==> src/rtl/romulus_pkg.sv <==
// Shared constants for the Romulus-N PDI input path, used by the host wrapper
// and by pdi_fifo so both sides agree on word width, depth and pacing threshold.
package romulus_pkg;

    localparam int unsigned PDI_WIDTH      = 32;
    localparam int unsigned PDI_FIFO_DEPTH = 8;
    localparam int unsigned PDI_AFULL_TH   = 6;

    // Pointer width for a power-of-two FIFO depth (depth >= 2)
    function automatic int unsigned fifo_ptr_w(input int unsigned depth);
        return $clog2(depth);
    endfunction

endpackage

==> src/rtl/rst_sync.sv <==
// Two-flop reset synchronizer: asserts asynchronously, releases on clk.
module rst_sync (
    input  logic clk,
    input  logic arst_n,
    output logic srst_n
);

    logic [1:0] sync;

    // Shift a one in after arst_n releases; clear immediately when it asserts
    always_ff @(posedge clk or negedge arst_n) begin
        if (!arst_n) begin
            sync <= 2'b00;
        end else begin
            sync <= {sync[0], 1'b1};
        end
    end

    assign srst_n = sync[1];

endmodule

==> src/rtl/pdi_fifo.sv <==
// First-word-fall-through elastic buffer in front of the core's PDI port.
// Optional synchronous flush input enabled by defining PDI_FIFO_FLUSH_EN.
module pdi_fifo
    import romulus_pkg::*;
#(
    parameter int unsigned WIDTH    = PDI_WIDTH,
    parameter int unsigned DEPTH    = PDI_FIFO_DEPTH,
    parameter int unsigned AFULL_TH = PDI_AFULL_TH
) (
    input  logic                       clk,
    input  logic                       rst,
    input  logic [WIDTH-1:0]           s_data,
    input  logic                       s_valid,
    output logic                       s_ready,
    output logic [WIDTH-1:0]           pdi_data,
    output logic                       pdi_valid,
    input  logic                       pdi_ready,
`ifdef PDI_FIFO_FLUSH_EN
    input  logic                       flush,
`endif
    output logic [$clog2(DEPTH):0]     level,
    output logic                       almost_full
);

    localparam int unsigned PW = fifo_ptr_w(DEPTH);
    localparam int unsigned CW = PW + 1;

    logic             rst_n_int;
    logic [WIDTH-1:0] mem [DEPTH];
    logic [PW-1:0]    wr_ptr;
    logic [PW-1:0]    rd_ptr;
    logic [CW-1:0]    count;
    logic             full;
    logic             clr;
    logic             push;
    logic             pop;

    // Internal reset: follows rst low at once, releases two clocks after rst rises
    rst_sync u_rst_sync (
        .clk    (clk),
        .arst_n (rst),
        .srst_n (rst_n_int)
    );

`ifdef PDI_FIFO_FLUSH_EN
    assign clr = flush;
`else
    assign clr = 1'b0;
`endif

    assign full = (count == CW'(DEPTH));

    // s_ready reads 1 while rst is held low and 0 during the release window;
    // flush keeps it high so the host never sees back-pressure while abandoning
    assign s_ready = !rst || (rst_n_int && (!full || clr));

    // Handshakes from registered state; flush drops both sides of the cycle
    assign push = s_valid && rst_n_int && !full && !clr;
    assign pop  = pdi_valid && pdi_ready && !clr;

    assign pdi_valid   = (count != '0);
    assign pdi_data    = mem[rd_ptr];
    assign level       = count;
    assign almost_full = (count >= CW'(AFULL_TH));

    // Pointers and occupancy; pointers wrap naturally at DEPTH (power of two)
    always_ff @(posedge clk or negedge rst_n_int) begin
        if (!rst_n_int) begin
            wr_ptr <= '0;
            rd_ptr <= '0;
            count  <= '0;
        end else if (clr) begin
            wr_ptr <= '0;
            rd_ptr <= '0;
            count  <= '0;
        end else begin
            if (push) begin
                wr_ptr <= wr_ptr + PW'(1);
            end
            if (pop) begin
                rd_ptr <= rd_ptr + PW'(1);
            end
            case ({push, pop})
                2'b10:   count <= count + CW'(1);
                2'b01:   count <= count - CW'(1);
                default: count <= count;
            endcase
        end
    end

    // Storage array; contents survive reset and are only meaningful when valid
    always_ff @(posedge clk) begin
        if (push) begin
            mem[wr_ptr] <= s_data;
        end
    end

endmodule

==> config.mk <==
export PLATFORM = sky130hd
export DESIGN_NAME = pdi_fifo
export DESIGN_NICKNAME = d
export VERILOG_FILES = /design/src/rtl/romulus_pkg.sv /design/src/rtl/rst_sync.sv /design/src/rtl/pdi_fifo.sv
export SDC_FILE = /design/constraint.sdc
export NUM_CORES = 1
export LEC_CHECK = 0
export BUFFER_PORTS_ARGS = -buffer_cell sky130_fd_sc_hd__buf_2
export CORE_MARGIN = 2
export CORE_UTILIZATION = 40
export CTS_CLUSTER_DIAMETER = 60
export DETAILED_ROUTE_END_ITERATION = 8
export HOLD_SLACK_MARGIN = 0.15
export SLEW_MARGIN = 20
export SYNTH_ARGS = -nofsm -noshare
export SYNTH_HDL_FRONTEND = slang
export SYNTH_SLANG_ARGS = --single-unit
==> constraint.sdc <==
create_clock -name clk -period 2 [get_ports clk]
set_clock_uncertainty 0.05 [all_clocks]
set_input_delay 0.1 -clock clk [delete_from_list [all_inputs] [get_ports clk]]
set_output_delay 0.1 -clock clk [all_outputs]
set_load 0.01 [all_outputs]
==> summary.md <==
| Metric | Value |
|---|---|
| Status | `finished with violations` |
| Failing checks | `negative setup slack` |
| Period Utilization, post-route | `120%` |
| Drt initial violations | `358` |
| Final hold violation count | `0` |
| Initial Util | `40.4%` |
| Final net count | `700` |
| Antenna diodes | `0` |
| Post-Route WL | `~23000 um` |
| First-pass GRT wire length | `around 33000 um` |
| Worst-skew pair later-pin latency | `about 530 ps` |
| Max VDD drop | `approximately 0.00063 V` |
| Number of synthesis warnings | `0` |
| H-tree Lvls | `1` |
| GR Util All Layers | `16.4%` |
| Hold Slack | `approximately 200 ps` |
| Antenna Violating Nets Remaining | `0` |
| Area Growth Syn to Fin | `36.9%` |
| Complex-gate fraction of the synthesized area | `less than 1%` |
| Hpwl dp | `~12000 um` |
| Total chip power | `just under 0.02 W` |
| Global route overflow | `0` |
| Tmin final | `2400 ps` |
| Leakage | `between 4 and 5 nW` |
| Initial antenna violation count | `0` |
| RePlAce Congestion | `around 0.81` |
| Async S/R FF share, synth | `4.48%` |
| Post-Synth Simple-Gate Area | `under 10%` |
| Layout cells sized above 1 | `between 40% and 50%` |
| CP Launch Type | `register` |
| Io pins | `between 70 and 80` |
| Port bufs | `74` |
| Setup Viol. Count Final | `approximately 290` |
| Syn Nets | `roughly 480` |
| Avg Cell Area, Syn | `roughly 24 um^2` |
| Arrival @ worst endpoint | `2750 ps` |
| F_max | `416 MHz` |
| Largest family of logic cells by synthesized area | `multiplexers` |
| CTS tree | `yes` |
| Largest net degree at the start of global routing | `43` |
| Mapped Area | `0.0104 mm^2` |
| Max clock buf depth | `3` |
| Vias | `~5.2k` |
| Fill cells | `between 1.5k and 2k` |
| Multiplexer share of the synthesized area | `between 10% and 20%` |
| Post-Synth XOR/XNOR Area | `less than 1%` |
| Clk slew on worst S/H paths | `roughly 60 ps` |
| Hold WC Path Type | `reg -> async` |
| Site Rows | `between 50 and 60` |
| Die Y-Extent | `~170 um` |
| Cell variety after synth | `36` |
| Synth Register Bits | `268` |
| Root buf cell | `clkbuf_16` |
| PnR worst setup slack | `-405 ps` |
| Critical Path Fanout Max | `3` |
| Clk sinks | `268` |
| DIE WIDTH | `roughly 170 um` |
| Initial DRT Pass Iterations | `4` |
| Max Cap Viol | `0` |
| CORE AREA | `between 0.02 and 0.03 mm^2` |
| Vias in the first global route | `5490` |
| Path type of the worst setup path | `reg -> reg` |
| TritonCTS Buffers | `28` |
| Final Max Tran Viols | `0` |
| Vias per cell | `between 5 and 6` |
| Sequential area share after synthesis | `76.5%` |
| Routed WL per cell | `~23 um` |
| Power per cell area | `around 1300 mW/mm^2` |
| RSZ-0062 raised after global routing | `yes` |
| Post-Syn Instances | `440` |
| Critical Path RT | `2350 ps` |
| Dominant synthesized flop cell | `edfxtp_1` |
| Area share of fa/ha/maj cells after synthesis | `less than 1%` |
| Post-route DRC | `0` |
| EDFF count, synth | `256` |
| Die ar. | `0.0274 mm^2` |
| Critical Path Sink Type | `register` |
==> cell usage in the layout, fill, tap and decap left out, types with 8 or more instances in the layout <==
cell type,instances
buf_2,48
mux2_4,23
clkbuf_16,42
buf_16,8
mux2_2,11
buf_12,31
buf_6,47
clkinv_1,8
buf_4,20
dlygate4sd3_1,36
mux4_2,57
edfxtp_1,256
==> flip-flops by register name (all words and copies together), names as in the netlist <==
register / count
mem: 256
level: 4
rd_ptr: 3
wr_ptr: 3
u_rst_sync.sync: 2
==> cells in the mapped netlist (2+ instances only) <==
cell type	number	area share, %
mux4_1	25	6.3
nor2_1	6	0.22
nand3_1	3	0.14
mux4_2	39	8.4
buf_12	2	0.38
buf_6	2	0.22
ha_1	5	0.60
nor3b_1	3	0.22
edfxtp_1	256	74
mux2_2	34	3.7
buf_1	4	0.14
inv_1	5	0.18
nand2b_1	2	0.12
a21oi_1	2	0.096
nor3_1	2	0.096
or4b_1	2	0.19
buf_2	3	0.14
nand2_1	5	0.18
clkbuf_1	6	0.22
xnor2_1	5	0.42
buf_8	2	0.29
nand4_1	2	0.12
dfrtp_1	12	2.9
==> per-stage QoR <==
step	cell area, um^2	setup slack (ps)	setup TNS, ps	cells	util (%)
after floorplan	10600	-462	-50100	440	-
after global placement	11800	-348	-595	872	45.8
after detailed placement	11800	-432	-1770	872	45.8
after CTS	13800	-451	-43430	988	53.5
after global routing	14300	-487	-98590	1013	55.3
final	14300	-405	-78130	1013	55.3
==> final cells by class <==
type	instances	area [um^2]	share of cell area, %
tap	335	419	2.93
clock buffer	35	748	5.23
sequential	268	8000	56.0
timing repair buffer	207	2510	17.5
inverter	5	18.8	0.131
multi-input combinational	148	2480	17.3
clock inverter	15	126	0.884
==> worst max-delay path, cell delays in order (launching register included) <==
cell and delay, ps:
dfrtp_2 410, or4b_4 570, nand3_4 130, ha_4 190, ha_4 220, or4b_4 490
o311ai_4 90, o211ai_1 140
==> metal layers <==
metal | vias up | GRT usage (%) | part of all wire [%]
li1 | 2316 | - | -
met2 | 126 | 27.3 | 51
met5 | - | 0 | 0
met3 | 25 | 2.60 | 4.6
met4 | 0 | 3.80 | 1.3
met1 | 2720 | 22.9 | 43
==> worst paths after layout <==
path | from | end | slack (ps) | depth (start not counted)
max | level[1] | level[3] | -400 | 7
max reg2reg | level[1] | level[3] | -400 | 7
min reg2reg | u_rst_sync.sync[1] | wr_ptr[2] | 200 | 1
min in group clk | u_rst_sync.sync[0] | u_rst_sync.sync[1] | 300 | 0
min | u_rst_sync.sync[1] | wr_ptr[2] | 200 | 1
max in group asynchronous | rst | u_rst_sync.sync[1] | 1360 | 3
==> logic make-up (layout without fill, tap and decap cells) <==
group | count (synthesis) | in the layout
flops | 268 | 268
other cells | 1 | 1
fa+ha+maj | 6 | 6
buf+inv | 24 | 262
simple gates | 28 | 28
compound gates | 7 | 7
mux | 100 | 100
xor+xnor | 6 | 6
==> report_power, final <==
part / total (W) / switching (W) / internal, W
Clock: 0.00494 / 0.00204 / 0.00290
Sequential: 0.00699 / 0.000294 / 0.00669
Combinational: 0.00733 / 0.00303 / 0.00430
==> repair_timing <==
| item | CTS | global route |
|---|---|---|
| gates resized for setup | 107 | 26 |
| setup endpoints to repair | 121 | 292 |
| pin swaps | 14 | 13 |
| gates cloned | 9 | 15 |
| buffers inserted | 23 | 14 |
| hold buffers | 36 | 0 |
| hold endpoints to repair | 264 | 0 |
Power figures use the tool's default switching activity.
